File: src/rtl/fsm_seq_match_mo_param.sv
// rtl/fsm_seq_match_mo_param.sv - registered Moore detector for a loadable NSYMS-symbol pattern
// Optional saturating match counter built only when SEQ_MATCH_COUNT_EN is defined.
module fsm_seq_match_mo_param #(
    parameter int NBITS = 2,
    parameter int NSYMS = 3,
    parameter int PW    = $clog2(NSYMS + 1)
) (
    input  logic                   clk,
    input  logic                   reset,
    input  logic                   en,
    input  logic [NBITS-1:0]       in_,
    input  logic                   load,
    input  logic [NSYMS*NBITS-1:0] pattern_in,
    input  logic                   clear,
    output logic                   match,
    output logic [PW-1:0]          progress,
    output logic [7:0]             match_count
);

    typedef enum logic [1:0] {
        IDLE,
        PART,
        MATCH
    } state_t;

    state_t                   state;
    state_t                   state_next;
    logic [PW-1:0]            depth;
    logic [PW-1:0]            depth_next;
    logic [PW-1:0]            base;
    logic [NSYMS*NBITS-1:0]   pat;
    logic [NBITS-1:0]         cur_sym;
    logic [NBITS-1:0]         first_sym;

    always_ff @(posedge clk) begin
        if (!reset) begin
            state <= IDLE;
            depth <= '0;
            pat   <= '0;
        end else begin
            if (load) begin
                pat <= pattern_in;
            end
            state <= state_next;
            depth <= depth_next;
        end
    end

    // MATCH restarts from progress 0, so the next symbol is compared against symbol 0.
    always_comb begin
        state_next = state;
        depth_next = depth;
        base       = (state == MATCH) ? '0 : depth;
        first_sym  = pat[NBITS-1:0];
        cur_sym    = first_sym;
        for (int k = 0; k < NSYMS; k++) begin
            if (base == PW'(k)) begin
                cur_sym = pat[k*NBITS +: NBITS];
            end
        end

        if (load) begin
            state_next = IDLE;
            depth_next = '0;
        end else if (en) begin
            if (in_ == cur_sym) begin
                if (base == PW'(NSYMS - 1)) begin
                    state_next = MATCH;
                    depth_next = PW'(NSYMS);
                end else begin
                    state_next = PART;
                    depth_next = base + PW'(1);
                end
            end else if (in_ == first_sym) begin
                state_next = PART;
                depth_next = PW'(1);
            end else begin
                state_next = IDLE;
                depth_next = '0;
            end
        end
    end

    assign match    = (state == MATCH);
    assign progress = depth;

`ifdef SEQ_MATCH_COUNT_EN
    logic [7:0] count;
    logic       enter_match;

    assign enter_match = (state != MATCH) && (state_next == MATCH);

    always_ff @(posedge clk) begin
        if (!reset) begin
            count <= 8'h00;
        end else if (clear) begin
            count <= 8'h00;
        end else if (enter_match && (count != 8'hFF)) begin
            count <= count + 8'h01;
        end
    end

    assign match_count = count;
`else
    logic unused_clear;

    assign unused_clear = clear;
    assign match_count  = 8'h00;
`endif

endmodule

File: config.mk
export PLATFORM = sky130hd
export DESIGN_NAME = fsm_seq_match_mo_param
export DESIGN_NICKNAME = d
export VERILOG_FILES = /design/src/rtl/fsm_seq_match_mo_param.sv
export SDC_FILE = /design/constraint.sdc
export NUM_CORES = 1
export LEC_CHECK = 0
export CORE_ASPECT_RATIO = 0.9
export CORE_MARGIN = 5
export CORE_UTILIZATION = 42
export CTS_CLUSTER_SIZE = 25
export DETAILED_ROUTE_END_ITERATION = 10
export PLACE_DENSITY = 0.76
export REMOVE_ABC_BUFFERS = 1
export SKIP_LAST_GASP = 1
export SYNTH_ARGS = -nofsm -noshare
export SYNTH_HDL_FRONTEND = slang
export SYNTH_SLANG_ARGS = --single-unit
File: constraint.sdc
create_clock -name clk -period 2.68 [get_ports clk]
set_clock_uncertainty 0.05 [all_clocks]
set_input_delay 0.268 -clock clk [delete_from_list [all_inputs] [get_ports clk]]
set_output_delay 0.268 -clock clk [all_outputs]
set_load 0.01 [all_outputs]
==> results.ini, run 1 <==
[floorplan]
core_um2 = 1430
die_h_um = 46.8
die-area_um2 = 2380
die_x_um = 50.8
start_util_pct = 44.1
io_pins = 24
rows = 13

[drt]
via_per_inst = 4.67
drc_errors = 0
drtIter0Drc = 9
drt_wl_total_um = 995
ant_nets = 0
firstDrtPassIters = 4
vias = 453
routedWlPerCell_um = 10.3

[logic_synthesis]
seq_area_frac_synth_pct = 31.7
avgSynthCellArea_um2 = 9.41
ys_types = 25
syn-cell-area_um2 = 631
yosysWarnings = 0
ys_seq_elements = 10
synth_cells = 67

[placed_design]
gp_congestion = 0.777
place_hpwl_um = 838
io_buffers = 14
post-place-ws_ns = 0.503

[grt]
grt_pass1_wl_um = 1590
grt.total_usage_pct = 9.31
grt_max_degree = 9
gr-total-overflow = 0
antenna_found_initial = 0
grt_pass1_vias = 385

[cts]
cts_setup_buffers = 0
htree_levels = 1
hold_buffers = 0
post_cts_resized = 0
numCtsBuffers = 3
clock_sinks = 10
cts_tree = built
ctsRootBufferMaster = clkbuf_4
clk_latency_ns = 0.26
cts_buffer_depth = 2
cts.reportedPaths.clkPinSlew_ns = 0.06

[final_layout]
antennaDiodeCount = 0
area_delta_synth_final_pct = 22.2
final_layout_size_suffix_gt1_share_pct = 7.32
layout.nets = 99
final_util_pct = 53.8
fillCellCount = 144

[timing]
fin_crit_sh_pct = 80.3
rsz0062_at_grt = false
hold_viol = 0
fin_crit_ns = 2.15
fmax_mhz = 465
hold_slack_ns = 0.422
finalSetupTns_ns = 0
fin_ws_ns = 0.527
setup_viol = 0
maxSlewViolCount = 0

[critical_path]
worstSetupPathType = flip-flop to flip-flop
critPathMaxFanout = 4
required_ns = 2.80
worstSetupEndpointType = flip-flop
worstSetupStartpointType = flip-flop
crit_arrival_ns = 2.28
reg2reg_slack_ns = 0.53

[flow_run]
maxCapViolCount = 0

[pwr]
p_total_uw = 318
pwr_density_cell_nw_per_um2 = 412
ir_worst_vdd_mv = 0.292
power.leakage_nw = 0.336

[min_path]
hold_class = flip-flop to flip-flop

[outcome]
outcome = complete, no violations

-- registers in the layout, indices dropped and copies added, names as in the netlist --
name,flops
pat,6
progress,2
state,2
-- path summary, 6_finish.rpt --
path	endpoint	depth (start not counted)	start
setup / recovery	state[0]	8	state[0]
hold / removal	state[1]	2	state[1]
setup reg to reg	state[0]	8	state[0]
hold reg to reg	state[1]	2	state[1]
-- cell usage in the layout, fill, tap and decap left out, types with 2 or more instances in the layout --
cell type,instances
nand2b_1,3
a21oi_1,2
dfxtp_1,10
o211a_1,2
clkbuf_4,3
nor2b_1,6
and2b_1,2
ha_1,2
xor2_1,2
a211oi_1,2
clkdlybuf4s50_1,14
inv_1,4
nand2_1,3
mux2i_1,8
conb_1,8
-- where the power goes --
group          total (mW)  leakage, nW  switching [mW]  internal [mW]
sequential          0.160       0.0820         0.00441          0.156
clock              0.0950       0.0138          0.0435         0.0514
combinational      0.0624        0.240          0.0278         0.0346
total               0.318        0.336          0.0757          0.242
-- cells by family after synthesis --
family | after synthesis | synth area share (%)
buffers and inverters | 13 | 13.1
adders and majority gates | 2 | 3.97
DFF | 10 | 31.7
muxes | 8 | 12.7
other | 1 | 0.595
AOI/OAI and AO/OA | 9 | 10.5
and+or+nand+nor | 22 | 24.6
xor gates and xnor gates | 2 | 2.78
-- synthesized netlist by cell type --
library cell   n  area (um2)
a211oi_1       2        15.0
a21oi_1        2        10.0
a311oi_1       1        8.76
and2_1         1        6.26
and2b_1        2        15.0
buf_4          9        67.6
conb_1         1        3.75
dfxtp_1       10         200
ha_1           2        25.0
inv_1          4        15.0
mux2i_1        8        80.1
nand2_1        3        11.3
nand2b_1       3        18.8
nand3_1        1        5.00
nand3b_1       1        7.51
nor2_1         1        3.75
nor2_2         1        6.26
nor2b_1        6        37.5
nor4_4         1        21.3
nor4b_2        1        15.0
o211a_1        2        20.0
o21ai_0        1        5.00
o21bai_1       1        7.51
or2b_1         1        7.51
xor2_1         2        17.5
-- final cells by class --
class | instances | area (um2) | share of cell area, %
Clock buffer | 3 | 22.5 | 2.92
Inverter | 4 | 15.0 | 1.95
Multi-Input combinational cell | 51 | 374 | 48.5
Sequential cell | 10 | 200 | 26.0
Tap cell | 15 | 18.8 | 2.44
Timing Repair Buffer | 14 | 140 | 18.2
-- metal layers --
metal,vias up,global-route usage [%],wire (um)
met1,192,10.0,405
met2,18,15.1,460
li1,243,-,-
met5,-,0,0
met4,0,3.06,0
met3,0,6.03,129
-- critical path, stage by stage, from the launching register on --
cell and delay [ns]:
dfxtp_1 0.30, nand2b_1 0.17, and2_1 0.20, ha_1 0.24, mux2i_1 0.15, o211a_1 0.24, nor4_4 0.37, nor2_2 0.09
nor4b_2 0.26
-- stage by stage --
step	cell area, um2	cells
floorplan	589	65
global placement	748	94
detailed placement	748	94
CTS	771	97
global route	771	97
finish	771	97
No activity file was read; power rests on OpenSTA's default activity.
==> inputs of run 2 (changes only) <==
==> constraint.sdc (replaced) <==
create_clock -name clk -period 2.07 [get_ports clk]
set_clock_uncertainty 0.05 [all_clocks]
set_input_delay 0.207 -clock clk [delete_from_list [all_inputs] [get_ports clk]]
set_output_delay 0.207 -clock clk [all_outputs]
set_load 0.01 [all_outputs]
==> run 2 against run 1 <==
Cell count increased by 6.2%. Routed wire length rose by 16%. Worst setup slack lost 0.49 ns. First-iteration DRC count shrank 100%. Die area did not move. Non-clock buffer count rose by 5. Sequential power is 30% higher. Hold slack gained 0.026 ns. Register-to-register slack lost 0.49 ns. Combinational power up 56%. Critical endpoint unchanged. Largest power group unchanged. Highest routed layer is now met4.
==> results.ini, run 2 (synthesis gave the netlist of run 1 again) <==
[outcome]
outcome = complete, no violations

[final_layout]
antennaDiodeCount = 0
area_delta_synth_final_pct = 38.7
layout.nets = 104
fillCellCount = 129
top_register = pat
largest_register_ffs = 6
multi_input_area_um2 = 425
regArea_um2 = 201
final_layout_size_suffix_gt1_share_pct = 26.1
layout_commonest_cell = clkdlybuf4s50_1
most-common-layout-cells = 14 x clkdlybuf4s50_1, 9 x dfxtp_1, 8 x conb_1

[drt]
via_per_inst = 4.77
drtIter0Drc = 0
drc_errors = 0
ant_nets = 0
drt_wl_total_um = 1160
firstDrtPassIters = 1
vias = 491
routedWlPerCell_um = 11.2

[min_path]
holdPathStages = 2
hold_class = flip-flop to flip-flop

[timing]
hold_slack_ns = 0.449
fin_crit_sh_pct = 98.2
hold_viol = 0
fin_crit_ns = 2.03
maxSlewViolCount = 0
setup_viol = 0
fmax_mhz = 492
rsz0062_at_grt = true
fin_ws_ns = 0.0381

[placed_design]
gp_congestion = 0.769
post-place-ws_ns = -0.129
place_hpwl_um = 913
io_buffers = 14

[grt]
grt.total_usage_pct = 10.6
grt_pass1_wl_um = 1860
grt_pass1_vias = 424
grt_max_degree = 9
antenna_found_initial = 0
gr-total-overflow = 0

[floorplan]
die_x_um = 50.8
die_h_um = 46.8
io_pins = 24
core_um2 = 1430
start_util_pct = 44.1
die-area_um2 = 2380
rows = 13

[critical_path]
crit_arrival_ns = 2.14
critPathMaxFanout = 4
worstSetupPathType = flip-flop to flip-flop
worstSetupStartpointType = flip-flop
required_ns = 2.18
reg2regPathDepth = 8
worstSetupEndpointType = flip-flop

[cts]
ctsRootBufferMaster = clkbuf_4
clk_latency_ns = 0.27
cts_buffer_depth = 2
cts_tree = built
cts.reportedPaths.clkPinSlew_ns = 0.07
htree_levels = 1
numCtsBuffers = 3
clock_sinks = 10

[pwr]
power.leakage_nw = 0.376
pwr_density_cell_nw_per_um2 = 552
ir_worst_vdd_mv = 0.425
p_total_uw = 483

[flow_run]
maxCapViolCount = 0

-- run 2: cell types whose count changed in the layout (fill, tap and decap cells not counted), moves of 2 or more --
cell / previous run / this run
a211oi_2: 0 / 2
mux2i_1: 8 / 6
ha_1: 2 / 0
buf_4: 0 / 5
a211oi_1: 2 / 0
mux2i_2: 0 / 2
-- run 2: layout make-up --
class | instances | share of cell area (%)
Multi-Input combinational cell | 51 | 48.6
Sequential cell | 10 | 23.0
Timing Repair Buffer | 19 | 20.3
Clock buffer | 4 | 4.15
Tap cell | 15 | 2.15
Inverter | 4 | 1.72
-- run 2: report_power, final --
part           internal [mW]  switching (mW)
Sequential             0.202         0.00688
Clock                  0.107          0.0702
Combinational         0.0560          0.0411
Total                  0.364           0.118
-- run 2: critical path: stages (launching register included) --
cell      delay (ns)
dfxtp_2         0.32
nand2b_4        0.14
and2_4          0.17
ha_4            0.17
mux2i_2         0.16
o211a_1         0.24
nor4_4          0.36
nand3_1         0.13
nor4b_2         0.18
-- run 2: worst paths after layout --
path / slack (ns) / to / from
hold / removal: 0.45 / progress[1] / progress[1]
setup / recovery: 0.04 / state[0] / state[0]
hold reg to reg: 0.45 / progress[1] / progress[1]
setup reg to reg: 0.04 / state[0] / state[0]
-- run 2: layer usage --
layer	part of all wire, %	vias up	track usage [%]
li1	-	254	-
met1	44	216	12.5
met2	44	17	16.6
met3	9.0	4	3.17
met4	2.3	0	7.65
met5	0	-	0
-- run 2: timing repair --
action,4_1_cts,5_1_grt
endpoints found under the setup margin,4,4
gates resized for setup,12,0
hold buffers,0,0
setup buffers,2,0
pin swaps,6,1
-- run 2: through the flow --
step	util (%)	std cells	TNS (ns)	cell area, um2
detailed placement	53.8	97	-0.229	771
CTS	61.1	103	0	875
global placement	53.8	97	-0.116	771
global route	61.1	103	-0.326	875
floorplan	-	65	0	589
finish	61.1	103	0	875
==> inputs of run 3 (changes only) <==
--- a/config.mk
+++ b/config.mk
@@ -10,7 +10,7 @@
 export CORE_UTILIZATION = 42
 export CTS_CLUSTER_SIZE = 25
 export DETAILED_ROUTE_END_ITERATION = 10
-export PLACE_DENSITY = 0.76
+export PLACE_DENSITY = 0.74
 export REMOVE_ABC_BUFFERS = 1
 export SKIP_LAST_GASP = 1
 export SYNTH_ARGS = -nofsm -noshare
==> run 3 against run 2 <==
Combinational power is 8.3% lower. Cell count shrank 1.9%. Non-clock buffer count is 2 lower. Final area shrank 1.9%. Worst setup slack improved by 0.022 ns. Total power shrank 2.1%. Routed wire length is 2.0% higher. Fmax grew 1.1%. Count of clock-buffer cells in the layout is the same. Global-route usage hardly changed.
==> results.ini, run 3 (synthesis gave the netlist of run 1 again) <==
[outcome]
outcome = complete, no violations

[cts]
cts_buffer_depth = 2
ctsRootBufferMaster = clkbuf_4
htree_levels = 1
cts_setup_buffers = 0
clock_sinks = 10
cts_tree = built
hold_buffers = 0
cts.reportedPaths.clkPinSlew_ns = 0.07
clk_latency_ns = 0.26
numCtsBuffers = 3

[placed_design]
gp_congestion = 0.761
io_buffers = 14
place_area_um2 = 771
place_hpwl_um = 954
post-place-ws_ns = -0.157

[timing]
maxSlewViolCount = 0
finalSetupTns_ns = 0
fin_crit_ns = 2.01
fin_crit_sh_pct = 97.1
setup_viol = 0
fin_ws_ns = 0.0598
fmax_mhz = 497
hold_viol = 0
hold_slack_ns = 0.461
rsz0062_at_grt = true

[floorplan]
die-area_um2 = 2380
io_pins = 24
rows = 13
core_um2 = 1430
die_h_um = 46.8
start_util_pct = 44.1
die_x_um = 50.8

[grt]
grt_max_degree = 9
grt_pass1_wl_um = 1870
gr-total-overflow = 0
antenna_found_initial = 0
grt_pass1_vias = 446
grt.total_usage_pct = 10.6

[critical_path]
worstSetupEndpointType = flip-flop
worstSetupStartpointType = flip-flop
required_ns = 2.17
critPathMaxFanout = 4
crit_arrival_ns = 2.11
worstSetupPathType = flip-flop to flip-flop

[drt]
via_per_inst = 4.82
routedWlPerCell_um = 11.7
drt_wl_total_um = 1180
drtIter0Drc = 11
drc_errors = 0
vias = 487
firstDrtPassIters = 4
ant_nets = 0

[final_layout]
largest_register_ffs = 6
layout_commonest_cell = clkdlybuf4s50_1
most-common-layout-cells = 14 x clkdlybuf4s50_1, 9 x dfxtp_1, 8 x conb_1
area_delta_synth_final_pct = 36.1
layout.nets = 102
final_layout_size_suffix_gt1_share_pct = 19.8
antennaDiodeCount = 0
final_util_pct = 60.0
top_register = pat
stdcell_area_um2 = 858

[min_path]
hold_class = flip-flop to flip-flop

[pwr]
ir_worst_vdd_mv = 0.331
pwr_density_cell_nw_per_um2 = 550
power.leakage_nw = 0.367

[flow_run]
maxCapViolCount = 0

-- run 3: worst paths after layout --
path / from / to / slack (ns) / cells past startpoint
worst max-delay path: state[0] / state[0] / 0.06 / 8
worst min-delay path: state[1] / state[1] / 0.46 / 2
worst min register to register: state[1] / state[1] / 0.46 / 2
worst max register to register: state[0] / state[0] / 0.06 / 8
-- run 3: layout make-up --
class	instances	area, um2
Fill cell	141	573
Multi-Input combinational cell	51	420
Sequential cell	10	201
Timing Repair Buffer	17	166
Clock buffer	4	36.3
Tap cell	15	18.8
Inverter	4	15.0
-- run 3: routing by layer --
metal  up-vias  part of all wire (%)  GRT usage, %  wire, um
met5         -                     0             0         0
met4         0                     0          3.06         0
met3         0                    11          4.13       132
met2        24                    46          18.8       542
met1       214                    43          12.0       505
li1        249                     -             -         -
-- run 3: worst max-delay path: stages (launching register included) --
cell	delay, ns
dfxtp_2	0.32
nand2b_4	0.14
and2_4	0.15
ha_4	0.17
mux2i_1	0.13
o211a_1	0.25
nor4_4	0.37
nand3_1	0.14
nor4b_2	0.17
-- run 3: what timing repair did --
action,in CTS,in global routing
endpoints found under the setup margin,4,2
pin swaps,7,3
resized for setup,10,1
-- run 3: metrics by stage --
stage                     power [mW]  instances
after floorplan                0.258         65
after global placement         0.293         97
after detailed placement       0.296         97
after CTS                      0.479        101
after global routing           0.497        101
final                          0.472        101
-- run 3: report_power, final --
| group | leakage (nW) | internal (mW) | switching [mW] |
|---|---|---|---|
| clock network | 0.0210 | 0.107 | 0.0688 |
| logic | 0.263 | 0.0499 | 0.0391 |
| registers | 0.0824 | 0.202 | 0.00646 |
